==> config.mk <==
export PLATFORM = sky130hd
export DESIGN_NAME = pipelined_add_sub
export DESIGN_NICKNAME = d
export VERILOG_FILES = /design/src/rtl/adder_pkg.sv /design/src/rtl/adder_slice.sv /design/src/rtl/full_adder.sv /design/src/rtl/pipelined_add_sub.sv
export SDC_FILE = /design/constraint.sdc
export NUM_CORES = 1
export LEC_CHECK = 0
export CAP_MARGIN = 20
export CORE_UTILIZATION = 54
export DETAILED_ROUTE_END_ITERATION = 8
export HOLD_SLACK_MARGIN = 0.08
export PLACE_DENSITY = 0.86
export SKIP_LAST_GASP = 1
export SLEW_MARGIN = 10
export SYNTH_ARGS = -nofsm -noshare
export SYNTH_HDL_FRONTEND = slang
export SYNTH_SLANG_ARGS = --single-unit
==> constraint.sdc <==
create_clock -name clk -period 10.23 [get_ports clk]
set_input_delay 2.046 -clock clk [delete_from_list [all_inputs] [get_ports clk]]
set_output_delay 2.046 -clock clk [all_outputs]
set_load 0.05 [all_outputs]
==> src/rtl/adder_pkg.sv <==
// -----------------------------------------------------------------------------
// adder_pkg
// Shared definitions for the pipelined adder/subtractor family.
//   MODE_ADD / MODE_SUB : encoding of the 'sub' mode input.
//   cfg_is_legal()      : checks that WIDTH splits evenly into STAGES slices.
// -----------------------------------------------------------------------------
package adder_pkg;

    localparam logic MODE_ADD = 1'b0;
    localparam logic MODE_SUB = 1'b1;

    // True when the operand width divides into at least one equal slice.
    // The && short-circuits, so the modulo is never evaluated with stages = 0.
    function automatic bit cfg_is_legal(input int width, input int stages);
        return (stages >= 1) && (width >= stages) && ((width % stages) == 0);
    endfunction

endpackage

==> src/rtl/adder_slice.sv <==
// -----------------------------------------------------------------------------
// adder_slice
// Combinational W-bit ripple-carry adder built from full_adder cells.
//   a, b    : W-bit slice operands (b already conditioned for subtraction)
//   cin     : carry into bit 0
//   sum     : W-bit slice result
//   cout    : carry out of the slice MSB
//   msb_cin : carry into the slice MSB, used for signed-overflow detection
// -----------------------------------------------------------------------------
module adder_slice #(
    parameter int W = 8
) (
    input  logic [W-1:0] a,
    input  logic [W-1:0] b,
    input  logic         cin,
    output logic [W-1:0] sum,
    output logic         cout,
    output logic         msb_cin
);

    logic [W:0] carry;

    assign carry[0] = cin;

    for (genvar i = 0; i < W; i++) begin : g_bit
        full_adder u_fa (
            .a  (a[i]),
            .b  (b[i]),
            .ci (carry[i]),
            .s  (sum[i]),
            .co (carry[i+1])
        );
    end

    assign cout    = carry[W];
    assign msb_cin = carry[W-1];

endmodule

==> src/rtl/full_adder.sv <==
// -----------------------------------------------------------------------------
// full_adder
// One-bit full adder.
//   a, b : addend bits
//   ci   : carry in
//   s    : sum bit
//   co   : carry out
// -----------------------------------------------------------------------------
module full_adder (
    input  logic a,
    input  logic b,
    input  logic ci,
    output logic s,
    output logic co
);

    assign s  = a ^ b ^ ci;
    assign co = (a & b) | (ci & (a ^ b));

endmodule

==> src/rtl/pipelined_add_sub.sv <==
// -----------------------------------------------------------------------------
// pipelined_add_sub
// WIDTH-bit adder/subtractor split into STAGES equal slices, one slice per
// pipeline stage, with a valid/ready handshake on both sides.
//   clk, rst  : clock and synchronous active-high reset
//   in_valid  : operands a, b and mode sub are valid this cycle
//   in_ready  : block accepts operands this cycle (= pipeline advance)
//   a, b      : WIDTH-bit operands
//   sub       : 0 = a + b, 1 = a - b
//   out_valid : s, c_out, ovf hold a result
//   out_ready : consumer takes the result this cycle
//   s         : result modulo 2^WIDTH
//   c_out     : raw carry out of the MSB (in subtract mode 1 = no borrow)
//   ovf       : two's-complement signed overflow
//
// Stage k register layout:
//   word_q[k] : slices 0..k hold finished result bits, slices above hold the
//               still-unprocessed bits of operand A (skew and deskew in one word)
//   bop_q[k]  : operand B as accepted; only slices above k are still needed
//   c_q[k]    : carry out of slice k, feeding slice k+1 next cycle
//   sub_q[k]  : mode bit travelling with the operation
//   v_q[k]    : stage holds a live operation
// A single global advance (no consumer stall) moves every stage at once, so
// an accepted operation appears at the output exactly STAGES cycles later.
// -----------------------------------------------------------------------------
module pipelined_add_sub
    import adder_pkg::*;
#(
    parameter int WIDTH  = 32,
    parameter int STAGES = 4
) (
    input  logic             clk,
    input  logic             rst,
    input  logic             in_valid,
    output logic             in_ready,
    input  logic [WIDTH-1:0] a,
    input  logic [WIDTH-1:0] b,
    input  logic             sub,
    output logic             out_valid,
    input  logic             out_ready,
    output logic [WIDTH-1:0] s,
    output logic             c_out,
    output logic             ovf
);

    localparam int W    = (STAGES > 0) ? WIDTH / STAGES : 1;
    localparam int LAST = STAGES - 1;

    if (!cfg_is_legal(WIDTH, STAGES)) begin : g_bad_cfg
        $error("pipelined_add_sub: WIDTH must be a positive multiple of STAGES");
    end

    // Pipeline state
    logic                             adv;
    logic [STAGES-1:0]                v_q;
    logic [STAGES-1:0]                sub_q;
    logic [STAGES-1:0]                c_q;
    logic [STAGES-1:0][WIDTH-1:0]     word_q;
    logic [STAGES-1:0][WIDTH-1:0]     bop_q;
    logic                             ovf_q;

    // Per-stage inputs (from the previous stage, or the ports for stage 0)
    logic [STAGES-1:0]                v_in;
    logic [STAGES-1:0]                sub_in;
    logic [STAGES-1:0]                c_in;
    logic [STAGES-1:0][WIDTH-1:0]     word_in;
    logic [STAGES-1:0][WIDTH-1:0]     bop_in;

    // Per-stage combinational results
    logic [STAGES-1:0][WIDTH-1:0]     word_d;
    logic [STAGES-1:0][W-1:0]         sum;
    logic [STAGES-1:0]                cout;
    logic [STAGES-1:0]                msb_cin;

    // The whole pipeline moves unless a finished result is waiting unconsumed.
    assign adv      = !v_q[LAST] || out_ready;
    assign in_ready = adv;

    for (genvar k = 0; k < STAGES; k++) begin : g_stage
        logic [W-1:0] b_slice;

        if (k == 0) begin : g_head
            // Carry-in of the first slice is the mode bit: a - b = a + ~b + 1.
            assign v_in[k]    = in_valid;
            assign sub_in[k]  = sub;
            assign c_in[k]    = (sub == MODE_SUB);
            assign word_in[k] = a;
            assign bop_in[k]  = b;
        end else begin : g_body
            assign v_in[k]    = v_q[k-1];
            assign sub_in[k]  = sub_q[k-1];
            assign c_in[k]    = c_q[k-1];
            assign word_in[k] = word_q[k-1];
            assign bop_in[k]  = bop_q[k-1];
        end

        // Each stage conditions its own B slice with the mode bit that
        // travels alongside the operation, so mixed add/sub streams work.
        assign b_slice = bop_in[k][k*W +: W] ^ {W{sub_in[k] == MODE_SUB}};

        adder_slice #(
            .W (W)
        ) u_slice (
            .a       (word_in[k][k*W +: W]),
            .b       (b_slice),
            .cin     (c_in[k]),
            .sum     (sum[k]),
            .cout    (cout[k]),
            .msb_cin (msb_cin[k])
        );

        // Replace slice k (operand A) with its sum; all other slices pass.
        for (genvar j = 0; j < STAGES; j++) begin : g_merge
            if (j == k) begin : g_sum
                assign word_d[k][j*W +: W] = sum[k];
            end else begin : g_pass
                assign word_d[k][j*W +: W] = word_in[k][j*W +: W];
            end
        end
    end

    // NOTE: sequential state uses non-blocking assignments so every stage
    // samples its predecessor's pre-edge value; blocking here would collapse
    // the pipeline into a single cycle.
    // NOTE: only the valid bits and the output-facing registers are reset;
    // the remaining data registers are don't-care while their valid is 0.
    always_ff @(posedge clk) begin
        if (rst) begin
            v_q          <= '0;
            word_q[LAST] <= '0;
            c_q[LAST]    <= 1'b0;
            ovf_q        <= 1'b0;
        end else if (adv) begin
            v_q    <= v_in;
            sub_q  <= sub_in;
            c_q    <= cout;
            word_q <= word_d;
            bop_q  <= bop_in;
            // Signed overflow: carry into the MSB differs from carry out.
            ovf_q  <= msb_cin[LAST] ^ cout[LAST];
        end
    end

    assign out_valid = v_q[LAST];
    assign s         = word_q[LAST];
    assign c_out     = c_q[LAST];
    assign ovf       = ovf_q;

    // The last stage's B copy and mode bit, and the intermediate MSB carries,
    // have no consumer; fold them into one sink so they are not left dangling.
    logic unused_tail;
    assign unused_tail = ^{bop_q[LAST], sub_q[LAST], msb_cin};

endmodule

==> results by group, run 1 <==
Status
  • Outcome: finished clean

Route
  • Drt first pass iters: 4
  • Met2 wire length: 5.69 mm
  • DR DRC count: 0
  • DR WL met3: 393 um
  • Wire per inst: 14.2 um
  • Wl on met1: 4.00 mm
  • Initial DRC count: 153
  • Highest routed layer: met4
  • Via density per instance: 4.66
  • Drt total wl: 10.3 mm
  • DRT antenna net count: 0
  • Routed via count: 3382

Global routing
  • Pin count of the biggest net entering global routing: 94
  • Initial antenna violation count: 0
  • First-pass GRT wire length: 16.4 mm
  • Grt total ovfl: 0
  • Gr usage total: 17.0%
  • Vias in the first global route: 3457

Critical path
  • Worst-path fanout max: 44
  • CP max-delay cell: clkdlybuf4s50_1
  • Worst EP arrival: 4.25 ns
  • Critical-path cell list: clkdlybuf4s50_1 -> nor2b_4 -> inv_6 -> clkdlybuf4s50_1
  • Critical setup path kind: input pin to output pin
  • CP required: 8.18 ns
  • Element type at the critical path end: output pin
  • Worst path top cell family by delay: buffers and inverters
  • Startpoint types: input pin
  • CP max stage delay: 0.79 ns
  • Most used cell along the critical path: clkdlybuf4s50_1
  • Buf+Inv Stages, Crit Path: 3

Logic synthesis
  • Post-Syn Instances: 430
  • Number of enable flip-flop cells after synthesis: 150
  • Synth cell types: 17
  • Post-Syn Nets: 530
  • Post-synth ARST share: 0%
  • Post-Syn Area per Cell: 16.3 um^2
  • Post-synthesis register bit count: 188
  • Cell Area, Synth: 7000 um^2
  • Synthesis warning total: 0
  • Sequential element share of the synthesized area: 75.3%
  • Main flop type after synthesis: edfxtp_1

STA
  • Setup tns final: 0 ns
  • Max Fclk: 0.159 GHz
  • Post-layout min period: 6.30 ns
  • Endpoints failing hold: 0
  • Setup repair after global routing missed its margin: no
  • Slew @ Worst Pin: 0.831 ns
  • Final setup violation count: 0
  • Worst hold slack: 0.416 ns
  • Setup Skew: 0.00526 ns
  • Final worst path period share: 61.6%
  • Slew headroom: 44.5%
  • Slew Viols, Final: 0

CTS
  • Number of buffers created by CTS: 17
  • Post-CTS resize count: 0
  • CTS clk-pin slew, worst paths: 0.06 ns
  • Skew-Pair Late Insertion Delay: 0.41 ns
  • Clock sink count: 188
  • Root Buffer: clkbuf_16
  • Post-CTS Hold Buffers: 0
  • H-tree levels: 4
  • Max Root-Sink Buffers: 2
  • CTS tree: built
  • Postcts setup bufs: 0

Floorplanning
  • Chip Width: 116 um
  • Initial Utilization: 55.4%
  • CORE AREA: 12600 um^2
  • Row cnt: 41
  • Chip height: 116 um
  • I/O Pins: 105
  • Die Area: 13400 um^2

Layout
  • Filler cells: 876
  • Reg area: 5270 um^2
  • Diode count: 0
  • Layout cell share with drive strength beyond 1: 7.78%
  • Final Net Count: 640
  • Final Core Density: 69.6%
  • Area occupied by multi-input gates: 1440 um^2
  • Most common cell after layout, fill and taps aside: edfxtp_1
  • Most frequent cells in the layout: edfxtp_1, clkdlybuf4s50_1, nand2_1
  • Fin area: 8780 um^2
  • P&R area growth vs syn: 25.5%

Power and ir drop
  • Maximum VDD drop: 114 uV
  • Leak Pwr: 0.00329 uW
  • PwrDens: 205 nW/um^2

Placed design
  • I/O Buffers: 104
  • DPL Wire Length: 7.04 mm
  • Area after DPL: 8170 um^2
  • Final GP Congestion: 0.710

Flow run
  • MaxCap Viol Count: 0

Hold path
  • Hold Crit Class: flop to flop
-- stage by stage --
stage	setup WS (ns)	instances	total power [uW]
after global routing	3.78	725	1870
final	3.93	725	1800
after detailed placement	3.93	692	1190
after global placement	3.95	692	1170
after floorplan	0.976	430	1100
after CTS	3.92	724	1810
-- path summary, 6_finish.rpt --
path | from | end | slack [ns] | depth (start not counted)
worst min register to register | word_d[38] | word_d[70] | 0.42 | 0
worst max-delay path | out_ready | in_ready | 3.93 | 4
worst min-delay path | word_d[38] | word_d[70] | 0.42 | 0
worst max register to register | sub_q[2] | s[31] | 5.64 | 14
-- synth_stat cells, types with 2 or more instances --
cell        n  area, um^2
xnor2_1    25         219
buf_2       9        45.0
buf_4       2        15.0
nor2_1      9        33.8
edfxtp_1  150        4500
xor2_1      8        70.1
dfxtp_1    38         761
inv_1      51         191
buf_6       3        33.8
a21oi_1    31         155
a211oi_2    6        75.1
fa_1       31         621
nand2_1    62         233
clkbuf_1    2        7.51
-- power by group --
part	total [uW]	internal, uW	switching, uW
clock	631	366	265
combinational	230	95.0	135
sequential	938	911	27.1
total	1800	1370	427
-- state kept, by name, indices dropped and copies added, names as in the netlist --
| register | count |
|---|---|
| ovf | 1 |
| v_q | 4 |
| c_q | 4 |
| bop_in | 48 |
| s | 32 |
| sub_q | 3 |
| word_in | 24 |
| word_d | 72 |
-- metal layers --
layer | GRT usage (%) | vias to the layer above
met5 | 0 | -
met1 | 19.3 | 1614
met3 | 3.97 | 17
met2 | 30.0 | 90
li1 | - | 1661
met4 | 8.89 | 0
-- cells by family (layout without fill, tap and decap cells) --
logic type | count (synthesis) | count (layout) | synth area share [%]
DFF | 188 | 188 | 75.3
and+or+nand+nor | 72 | 72 | 4.01
buffers and inverters | 68 | 191 | 4.31
AOI/OAI and AO/OA | 37 | 37 | 3.29
xor gates and xnor gates | 33 | 33 | 4.13
adders and majority gates | 31 | 31 | 8.87
muxes | 1 | 1 | 0.143
-- final cells by class --
type                    count  share of cell area (%)
repair buffers            107                    12.3
well taps                 172                    2.45
multi-input cells         174                    16.4
clock buffers              18                    5.00
clock inverters            14                    1.64
flip-flops and latches    188                    60.0
inverters                  52                    2.28
Power figures use the tool's default switching activity.
==> run 2, diff against run 1 <==
--- a/config.mk
+++ b/config.mk
@@ -6,10 +6,10 @@
 export NUM_CORES = 1
 export LEC_CHECK = 0
 export CAP_MARGIN = 20
-export CORE_UTILIZATION = 54
+export CORE_UTILIZATION = 48
 export DETAILED_ROUTE_END_ITERATION = 8
 export HOLD_SLACK_MARGIN = 0.08
-export PLACE_DENSITY = 0.86
+export PLACE_DENSITY = 0.81
 export SKIP_LAST_GASP = 1
 export SLEW_MARGIN = 10
 export SYNTH_ARGS = -nofsm -noshare
==> constraint.sdc (replaced) <==
create_clock -name clk -period 5.1 [get_ports clk]
set_input_delay 1.02 -clock clk [delete_from_list [all_inputs] [get_ports clk]]
set_output_delay 1.02 -clock clk [all_outputs]
set_load 0.05 [all_outputs]
==> run 2 against run 1 <==
Sequential cell count did not move. Power rose by 100%. Non-clock buffer count rose by 4. Register-to-register slack got worse by 5.0 ns. First-iteration DRC count fell by 20%. Clock skew rose by 0.0012 ns. Worst hold slack got worse by 0.00080 ns. Via count rose by 2.6%.
==> results by group, run 2 (synthesized netlist as in run 1, its figures left out) <==
Critical path
  • Worst-path fanout max: 9 (-80%)
  • Critical setup path kind: flop to flop
  • Element type at the critical path end: flop
  • Startpoint types: flop
  • CP required: 5.26 ns (-2.92 ns)
  • Worst EP arrival: 4.63 ns (+0.38 ns)

CTS
  • CTS clk-pin slew, worst paths: 0.06 ns (about the same)
  • Post-CTS resize count: 0 (unchanged)
  • Root Buffer: clkbuf_16
  • Post-CTS Hold Buffers: 0 (unchanged)
  • Clock sink count: 188 (unchanged)
  • Postcts setup bufs: 0 (unchanged)
  • H-tree levels: 4 (unchanged)
  • Skew-Pair Late Insertion Delay: 0.42 ns (about the same)
  • Max Root-Sink Buffers: 2 (unchanged)
  • CTS tree: built
  • Number of buffers created by CTS: 17 (unchanged)

Placed design
  • Final GP Congestion: 0.775 (+9.1%)
  • I/O Buffers: 104 (unchanged)
  • DPL Wire Length: 7.37 mm (+4.7%)
  • Area after DPL: 8230 um^2 (+0.74%)

STA
  • Slew @ Worst Pin: 0.839 ns (+0.00813 ns)
  • Setup repair after global routing missed its margin: no
  • Worst hold slack: 0.415 ns (-0.000799 ns)
  • Slew headroom: 44.1% (-0.42 points)
  • Post-layout min period: 4.47 ns
  • Max Fclk: 0.224 GHz
  • Slew Viols, Final: 0 (unchanged)
  • Setup tns final: 0 ns (unchanged)
  • Endpoints failing hold: 0 (unchanged)
  • Setup Skew: 0.00643 ns (+0.00117 ns)
  • Final worst path period share: 87.6%
  • Final setup violation count: 0 (unchanged)

Global routing
  • Vias in the first global route: 3639 (+5.3%)
  • Pin count of the biggest net entering global routing: 60 (-36%)
  • Grt total ovfl: 0 (unchanged)
  • Gr usage total: 15.7% (-1.3 points)
  • First-pass GRT wire length: 17.1 mm (+4.3%)
  • Initial antenna violation count: 0 (unchanged)

Layout
  • Max reg flops: 72 (unchanged)
  • Diode count: 0 (unchanged)
  • Most frequent cells in the layout: edfxtp_1, clkdlybuf4s50_1, nand2_1
  • Filler cells: 1027 (+17%)
  • P&R area growth vs syn: 26.3%
  • Fin area: 8840 um^2 (+0.64%)
  • Final Core Density: 62.9% (-6.6 points)
  • Final Net Count: 644 (+0.63%)
  • Most common cell after layout, fill and taps aside: edfxtp_1
  • Layout cell share with drive strength beyond 1: 7.72% (-0.056 points)

Route
  • Initial DRC count: 122 (-20%)
  • DR DRC count: 0 (unchanged)
  • Via density per instance: 4.71 (+0.96%)
  • Routed via count: 3471 (+2.6%)
  • DRT antenna net count: 0 (unchanged)
  • Drt first pass iters: 4 (unchanged)
  • Drt total wl: 10.8 mm (+5.3%)
  • Wire per inst: 14.7 um (+3.5%)

Flow run
  • MaxCap Viol Count: 0 (unchanged)

Power and ir drop
  • PwrDens: 415 nW/um^2 (+100%)
  • Psw: 845 uW (+98%)
  • Combinational group share of total power: 12.7% (about the same)
  • Maximum VDD drop: 219 uV (+92%)
  • Leak Pwr: 0.00333 uW (+1.1%)
  • Sequential fraction of design power: 51.3% (-0.8 points)
  • Clk pwr share: 36.0% (+0.9 points)
  • Switching part of the total: 23.0% (-0.69 points)
  • Int Pwr: 2820 uW (+110%)

Status
  • Outcome: finished clean

Floorplanning
  • Chip height: 123 um (+6.0%)
  • Row cnt: 43 (+4.9%)
  • Initial Utilization: 49.8% (-5.6 points)
  • Die Area: 15100 um^2 (+12%)
  • Chip Width: 123 um (+6.0%)
  • CORE AREA: 14000 um^2 (+11%)
  • I/O Pins: 105 (unchanged)

Hold path
  • Hold Crit Class: flop to flop
run 2: cell types whose count changed in the layout (fill, tap and decap cells not counted), moves of 3 or more:
cell and change:
clkbuf_1 +6, buf_4 +4, clkbuf_16 +3, clkinvlp_4 -3
inv_6 -3
run 2: worst max-delay path, stage by stage, from the launching register on:
cell and delay (ns):
edfxtp_1 0.59, xor2_1 0.30, fa_1 0.21, inv_1 0.05, fa_1 0.41, fa_1 0.43, fa_1 0.43, fa_1 0.43
fa_1 0.43, fa_1 0.41, inv_1 0.10, fa_1 0.43
run 2: path summary, 6_finish.rpt:
kind | startpoint | end | slack, ns | cells after the start
worst max-delay path | sub_q[0] | word_d[79] | 0.63 | 11
worst min-delay path | word_d[95] | word_in[127] | 0.42 | 0
worst max register to register | sub_q[0] | word_d[79] | 0.63 | 11
worst min register to register | word_d[95] | word_in[127] | 0.42 | 0
run 2: stage by stage:
| stage | instances | total power (uW) | setup WS, ns |
|---|---|---|---|
| after floorplan | 430 | 2200 | 0.771 |
| after global placement | 705 | 2360 | 0.385 |
| after detailed placement | 705 | 2380 | 0.223 |
| after CTS | 737 | 3700 | 0.567 |
| after global routing | 737 | 3810 | 0.373 |
| final | 737 | 3670 | 0.635 |
run 2: area by class of cell:
cell class	count	area, um^2	area share, %
clock inverters	3	42.5	0.481
clock buffers	29	564	6.39
well taps	180	225	2.55
inverters	52	200	2.27
multi-input cells	174	1440	16.3
repair buffers	111	1100	12.5
flip-flops and latches	188	5270	59.6
run 2: power groups by stage:
stage	Clock [uW]	Sequential (uW)	Combinational, uW
after global placement	0	1900	453
after detailed placement	0	1910	468
final	1320	1880	465
after CTS	1350	1880	474
after global routing	1410	1890	511
after floorplan	0	2010	186
run 2: per-layer routing:
metal | up-vias | global-route usage, % | part of all wire [%]
met2 | 78 | 28.1 | 54
met5 | - | 0 | 0
met3 | 20 | 4.18 | 4.0
met4 | 0 | 8.31 | 2.3
met1 | 1707 | 17.0 | 39
li1 | 1666 | - | -
==> run 3, diff against run 2 <==
--- a/config.mk
+++ b/config.mk
@@ -6,10 +6,10 @@
 export NUM_CORES = 1
 export LEC_CHECK = 0
 export CAP_MARGIN = 20
-export CORE_UTILIZATION = 48
+export CORE_UTILIZATION = 54
 export DETAILED_ROUTE_END_ITERATION = 8
 export HOLD_SLACK_MARGIN = 0.08
-export PLACE_DENSITY = 0.81
+export PLACE_DENSITY = 0.86
 export SKIP_LAST_GASP = 1
 export SLEW_MARGIN = 10
 export SYNTH_ARGS = -nofsm -noshare
==> constraint.sdc (replaced) <==
create_clock -name clk -period 4.4 [get_ports clk]
set_input_delay 0.88 -clock clk [delete_from_list [all_inputs] [get_ports clk]]
set_output_delay 0.88 -clock clk [all_outputs]
set_load 0.05 [all_outputs]
==> run 3 against run 2 <==
Power increased by 14%. Cell area hardly changed. Sequential cell count is the same. Clock skew hardly changed. Non-clock buffer count up 6. Global-route usage rose by 1.7 points. Critical path depth up 3. Largest cell class unchanged. Largest power group unchanged.
==> results by group, run 3 (synthesized netlist as in run 1, its figures left out) <==
Layout
  • Most frequent cells in the layout: edfxtp_1, clkdlybuf4s50_1, nand2_1
  • Max reg flops: 72 (unchanged)
  • Most common cell after layout, fill and taps aside: edfxtp_1
  • Fin area: 8840 um^2 (about the same)
  • Layout cell share with drive strength beyond 1: 9.41% (+1.7 points)
  • P&R area growth vs syn: 26.3% (about the same)
  • Final Net Count: 650 (+0.93%)
  • Filler cells: 830 (-19%)
  • Diode count: 0 (unchanged)

Critical path
  • R2r worst-path depth: 14 (+3)
  • Element type at the critical path end: flop
  • Worst EP arrival: 4.55 ns (-0.08 ns)
  • R2R Path End: s[31]
  • Reg-to-Reg Start: sub_q[2]
  • CP required: 4.69 ns (-0.57 ns)
  • Critical setup path kind: flop to flop
  • Reg-to-reg slack, setup: 0.14 ns (-0.50 ns)
  • Worst-path fanout max: 2 (-7)
  • Startpoint types: flop

CTS
  • CTS tree: built
  • Post-CTS Hold Buffers: 0 (unchanged)
  • H-tree levels: 4 (unchanged)
  • CTS clk-pin slew, worst paths: 0.07 ns (about the same)
  • Skew-Pair Late Insertion Delay: 0.42 ns (about the same)
  • Root Buffer: clkbuf_16
  • Max Root-Sink Buffers: 2 (unchanged)
  • Clock sink count: 188 (unchanged)
  • Number of buffers created by CTS: 17 (unchanged)

Route
  • Routed via count: 3437 (-0.98%)
  • Drt first pass iters: 4 (unchanged)
  • DRT antenna net count: 0 (unchanged)
  • Wire per inst: 14.3 um (-2.7%)
  • Via density per instance: 4.68 (-0.71%)
  • Initial DRC count: 198 (+62%)
  • Drt total wl: 10.5 mm (-2.9%)
  • DR DRC count: 0 (unchanged)

Floorplanning
  • Chip height: 116 um (-5.6%)
  • Die Area: 13400 um^2 (-11%)
  • Initial Utilization: 55.4% (+5.6 points)
  • Row cnt: 41 (-4.7%)
  • Chip Width: 116 um (-5.6%)
  • I/O Pins: 105 (unchanged)
  • CORE AREA: 12600 um^2 (-10%)

Power and ir drop
  • Leak Pwr: 0.00334 uW (+0.38%)
  • PwrDens: 473 nW/um^2 (+14%)
  • Maximum VDD drop: 261 uV (+19%)

Placed design
  • DPL Wire Length: 6.96 mm (-5.5%)
  • Area after DPL: 8230 um^2 (about the same)
  • Final GP Congestion: 0.768 (-0.93%)
  • Place WS: -0.389 ns (-0.612 ns)
  • I/O Buffers: 104 (unchanged)

Hold path
  • Hold path cells: 0 (unchanged)
  • Hold_sp: word_d[38]
  • Hold-critical path endpoint: word_d[70]
  • Hold Crit Class: flop to flop

STA
  • Endpoints failing hold: 0 (unchanged)
  • Final setup violation count: 0 (unchanged)
  • Setup tns final: 0 ns (unchanged)
  • Slew Viols, Final: 0 (unchanged)
  • PnR worst setup slack: 0.138 ns (-0.497 ns)
  • Slew headroom: 48.2% (+4.1 points)
  • Slew @ Worst Pin: 0.777 ns (-0.0616 ns)
  • Final worst path period share: 96.9% (+9.3 points)
  • Setup repair after global routing missed its margin: yes
  • Setup Skew: 0.00684 ns (+0.000405 ns)
  • Max Fclk: 0.235 GHz (+4.8%)
  • Post-layout min period: 4.26 ns (-0.203 ns)

Flow run
  • MaxCap Viol Count: 0 (unchanged)

Global routing
  • Grt total ovfl: 0 (unchanged)
  • Vias in the first global route: 3531 (-3.0%)
  • Pin count of the biggest net entering global routing: 151 (+150%)
  • Gr usage total: 17.4% (+1.7 points)
  • First-pass GRT wire length: 16.7 mm (-2.3%)
  • Initial antenna violation count: 0 (unchanged)

Status
  • Outcome: finished clean
-- run 3: cell count changes in the layout (fill, tap and decap cells not counted), sizes merged --
cell | previous run | this run
buf | 8 | 14
bufinv | 1 | 2
clkbuf | 29 | 20
clkinv | 0 | 9
clkinvlp | 0 | 1
inv | 54 | 52
-- run 3: cell type report --
cell class	count	area (um^2)	share of cell area [%]
Sequential cell	188	5270	59.6
Multi-Input combinational cell	174	1440	16.3
Clock inverter	12	123	1.39
Clock buffer	20	447	5.05
Tap cell	172	215	2.43
Timing Repair Buffer	117	1150	13.0
Inverter	52	200	2.26
-- run 3: per-stage QoR --
stage	util, %	hold slack (ns)	total power [uW]	instances
6_report	70.0	0.412	4180	735
2_1_floorplan	-	0.400	2550	430
3_3_place_gp	65.2	0.401	2730	699
3_5_place_dp	65.2	0.405	2760	699
5_1_grt	70.0	0.423	4350	735
4_1_cts	69.8	0.414	4210	731
-- run 3: power by group --
part	total [uW]	leakage, uW	switching (uW)	internal [uW]
Combinational	549	0.00128	321	227
Sequential	2180	0.00178	57.3	2120
Clock	1450	0.000281	607	846
Total	4180	0.00334	985	3190
-- run 3: worst max path at each step --
stage | start | end | slack (ns)
after floorplan | sub_q[0] | word_d[79] | 0.20
after global placement | sub | word_d[39] | -0.29
after detailed placement | sub | word_d[39] | -0.39
after CTS | sub_q[2] | s[31] | 0.04
after global routing | sub_q[2] | s[31] | -0.03
final | sub_q[2] | s[31] | 0.14
-- run 3: timing repair --
item / in CTS / in global routing
gates resized for setup: 0 / 2
endpoints found under the setup margin: 0 / 3
setup buffers: 0 / 4
-- run 3: critical path: stages (launching register included) --
cell and delay (ns):
edfxtp_1 0.40, xnor2_1 0.17, fa_2 0.43, fa_1 0.44, fa_1 0.44, fa_1 0.44, fa_1 0.41, inv_1 0.08
fa_1 0.17, inv_1 0.06, fa_1 0.43, inv_1 0.10, fa_1 0.42, nand2_1 0.08, a21oi_1 0.07
-- run 3: metal layers --
| layer | GRT usage, % | share of wire [%] | vias to the layer above |
|---|---|---|---|
| li1 | - | - | 1680 |
| met1 | 19.4 | 39 | 1651 |
| met2 | 30.4 | 55 | 86 |
| met3 | 4.55 | 3.3 | 20 |
| met4 | 10.0 | 2.8 | 0 |
| met5 | 0 | 0 | - |
==> edit 1: new RTL, config.mk and constraints of run 1 <==
`STAGES`: 4 -> 8.
--- a/src/rtl/pipelined_add_sub.sv
+++ b/src/rtl/pipelined_add_sub.sv
@@ -27,7 +27,7 @@
     import adder_pkg::*;
 #(
     parameter int WIDTH  = 32,
-    parameter int STAGES = 4
+    parameter int STAGES = 8
 ) (
     input  logic             clk,
     input  logic             rst,
Formal check against the unedited RTL: not equivalent (a bounded check fails within 10 cycles, from zero or initial values and one cycle with rst high).
==> edit 1 against run 1 <==
Synthesized area is 87% higher. Synthesized cell count is 50% higher. Setup slack worse by 0.15 ns. Routed wire length is 62% higher. Sequential share of layout area is 13 points higher. Design area is 78% higher. Power is 93% higher. Clock skew is 0.0085 ns higher. Sequential cell count is 204 higher. Largest power group unchanged.
==> edit 1: results (changes against run 1) <==
* Initial DRT Pass Iterations at 5 (+1)
* Met1 WL at 6820 um (+71%)
* Status: finished clean
* Worst Path Max Fanout at 44 (unchanged)
* Post-Route Skew at 0.0138 ns (+0.00853 ns)
* EDFF count, synth at 350 (+130%)
* Final wirelength at 16600 um (+62%)
* Pleak at 5.58 nW (+70%)
* Post-synthesis mux area share at 0.0764% (-0.067 points)
* Leading post-synthesis cells by cell area: edfxtp_1 80%, dfxtp_1 6.4%, fa_1 4.7%, nand2_1 2.2%, a21oi_1 1.5%
* H-tree levels at 2 (-2)
* R2R depth at 4 (-10)
* WHS at 0.411 ns (-0.00521 ns)
* Slowest cell on the critical path: nor2b_4
* Post-synthesis compound-gate area fraction at 1.68% (-1.6 points)
* Netlist cell types at 17 (unchanged)
* Vias per cell at 4.66 (-0.11%)
* Met2 usage at 24.1% (-5.8 points)
* Gr usage total at 14.0% (-3.0 points)
* Slew of the pin with the lowest slew margin at 1.07 ns (+0.240 ns)
* HP Start: bop_in[60]
* DR iter-0 viols at 364 (+140%)
* DP Cell Count at 1056 (+53%)
* Via count at 5228 (+55%)
* Largest net degree at the start of global routing at 180 (+91%)
* Worst VDD drop at 0.163 mV (+43%)
* Syn nets at 744 (+40%)
* Final GP Congestion at 0.662 (-6.8%)
* Reg-to-Reg End: word_d[249]
* WL met2 at 8580 um (+51%)
* Final Cycle Share at 63.0% (+1.5 points)
* Final HPWL DP at 9640 um (+37%)
* Final nets at 877 (+37%)
* Synth Area in XOR/XNOR at 2.21% (-1.9 points)
* Dpl ws at 3.77 ns (-0.152 ns)
* Post-Syn Area per Cell at 20.3 um^2 (+25%)
* Clk_lat worst skew at 0.51 ns (+0.10 ns)
* Post-Synth Adder-Cell Area at 4.74% (-4.1 points)
* Clock Path Buffers at 3 (+1)
* Routed wire length on met3 at 801 um (+100%)
* Hold endpoint: bop_in[92]
* TritonCTS Buffers at 38 (+21)
* Reg2reg start: v_q[7]
* GRT met3 Usage at 3.15% (-0.83 points)
* Placed cell area at 14500 um^2 (+77%)
* First-pass GRT wire length at 26000 um (+59%)
* Worst path arrival time at 4.40 ns (+0.15 ns)
* Layout cells sized above 1 at 7.47% (-0.30 points)
* Met1 Usage GRT at 17.1% (-2.2 points)
* Post-synthesis sequential area ratio at 86.6% (+11 points)
* Internal reg-to-reg setup slack at 6.85 ns (+1.21 ns)
* Largest register FFs at 196 (+170%)
* Synth top cells by count: 350 x edfxtp_1, 78 x nand2_1, 47 x inv_1, 42 x dfxtp_1, 39 x a21oi_1
[edit 1: cell count changes in the layout (fill, tap and decap cells not counted), moves of 8 or more]
| cell | delta |
|---|---|
| a21oi_1 | +8 |
| edfxtp_1 | +200 |
| clkbuf_16 | +22 |
| xnor2_1 | -8 |
| xor2_1 | +8 |
| nand2_1 | +16 |
| clkbuf_1 | +10 |
[edit 1: final cells by class]
type / count / area, um^2
timing repair buffer: 107 / 1070
tap: 319 / 399
fill: 1562 / 7950
clock inverter: 17 / 166
multi-input combinational: 190 / 1470
sequential: 392 / 11400
clock buffer: 49 / 1010
inverter: 48 / 185
[edit 1: power by group]
part / leakage, nW / internal (mW) / switching (mW) / total, mW
Combinational: 1.23 / 0.0841 / 0.128 / 0.212
Sequential: 3.77 / 1.91 / 0.0452 / 1.95
Clock: 0.571 / 0.776 / 0.530 / 1.31
Total: 5.58 / 2.77 / 0.704 / 3.47
==> edit 2: new RTL, settings of run 1 <==
Without the edit above. Put one more register stage on the output `ovf`, cleared by the reset. The value now appears one clock later. The other outputs are not delayed to match.
--- a/src/rtl/pipelined_add_sub.sv
+++ b/src/rtl/pipelined_add_sub.sv
@@ -144,7 +144,13 @@
     assign out_valid = v_q[LAST];
     assign s         = word_q[LAST];
     assign c_out     = c_q[LAST];
-    assign ovf       = ovf_q;
+    always_ff @(posedge clk) begin
+        if (rst) begin
+            ovf <= '0;
+        end else begin
+            ovf <= ovf_q;
+        end
+    end
 
     // The last stage's B copy and mode bit, and the intermediate MSB carries,
     // have no consumer; fold them into one sink so they are not left dangling.
Behaviour: not the same (Yosys sat finds a counterexample within 10 cycles, from zero or initial values and one cycle with rst high).
==> edit 2 against run 1 <==
Sequential power barely moved. Setup slack better by 0.016 ns. Synthesized area grew 0.72%. Routed wire length grew 0.69%. Via count rose by 3.1%. Sequential cell count increased by 1. Power shrank 0.47%. Design area about the same. Largest cell class unchanged.
==> edit 2: results (changes against run 1) <==
* Antenna-violating nets left at 0 (unchanged)
* Worst Path Max Fanout at 43 (-2.3%)
* Vias in the first global route at 3440 (-0.49%)
* Gr usage total at 16.8% (-0.15 points)
* Post-synthesis sequential area ratio at 75.0% (-0.25 points)
* R2R depth at 14 (unchanged)
* Top_reg_cell synth: edfxtp_1
* Min-delay worst type: flop to flop
* Worst VDD drop at 0.127 mV (+11%)
* Post-Syn Area per Cell at 16.4 um^2 (+0.72%)
* Layout cells sized above 1 at 7.96% (+0.18 points)
* Initial DRT Pass Iterations at 5 (+1)
* First-pass GRT wire length at 16200 um (-1.3%)
* Netlist cell types at 19 (+2)
* Dpl ws at 3.93 ns (+0.000140 ns)
* Vias per cell at 4.81 (+3.1%)
* DR iter-0 viols at 153 (unchanged)
* Largest net degree at the start of global routing at 102 (+8.5%)
* Worst path arrival time at 4.24 ns (about the same)
* Post-Route Skew at 0.00583 ns (+0.000565 ns)
* Final wirelength at 10400 um (+0.69%)
* Synth top cells by count: 150 x edfxtp_1, 60 x nand2_1, 51 x inv_1, 39 x dfxtp_1, 31 x fa_1
* DR WL/cell at 14.3 um (+0.69%)
* Placed cell area at 8190 um^2 (+0.31%)
* Final HPWL DP at 6730 um (-4.4%)
* Clock Path Buffers at 2 (unchanged)
* Status: finished clean
* Pleak at 3.29 nW (about the same)
* Slew HR at 41.0% (-3.5 points)
* Resized cells post-CTS at 0 (unchanged)
* Largest register FFs at 72 (unchanged)
* Final GP Congestion at 0.760 (+6.9%)
* Post-synth ARST share at 0% (unchanged)
* Final nets at 640 (unchanged)
* Leading post-synthesis cells by cell area: edfxtp_1 64%, dfxtp_1 11%, fa_1 8.8%, nand2_1 3.2%, xnor2_1 3.1%
* Synth Warn # at 0 (unchanged)
-- edit 2: power breakdown --
part           total, mW  internal (mW)  switching [mW]
Combinational      0.231         0.0957           0.135
Sequential         0.940          0.915          0.0256
Clock              0.619          0.339           0.280
-- edit 2: cell type report --
type                       instances  area [um^2]
clock buffer                      17          425
clock inverter                    15          141
fill                             867         3880
inverter                          52          203
multi-input combinational        173         1440
sequential                       189         5290
tap                              172          215
timing repair buffer             107         1080
-- edit 2: logic make-up after synthesis --
logic type / synth area share (%)
compound gates: 3.32
flops: 75.0
xor+xnor: 4.10
simple gates: 3.96
fa+ha+maj: 8.81
buf+inv: 4.67
mux: 0.142
-- edit 2: critical path, stage by stage --
cell and delay [ns]:
clkdlybuf4s50_1 0.45, nor2b_4 0.71, inv_8 0.24, clkdlybuf4s50_1 0.78
-- edit 2: metal layers --
layer / share of wire [%] / vias to the layer above / GRT usage [%]
li1: - / 1663 / -
met1: 38 / 1703 / 18.1
met2: 55 / 98 / 29.8
met3: 3.7 / 23 / 3.89
met4: 3.4 / 0 / 10.9
met5: 0 / - / 0
-- edit 2: worst paths after layout --
path,to,slack (ns),start
max,in_ready,3.95,out_ready
min,bop_in[126],0.42,bop_in[94]
max reg2reg,s[31],5.53,sub_q[2]
min reg2reg,bop_in[126],0.42,bop_in[94]
-- edit 2: per-stage QoR --
| stage | utilization [%] | hold WS (ns) |
|---|---|---|
| after global placement | 64.7 | 0.401 |
| final | 69.4 | 0.415 |
| after CTS | 69.1 | 0.417 |
| after global routing | 69.4 | 0.417 |
| after floorplan | - | 0.400 |
| after detailed placement | 64.7 | 0.405 |
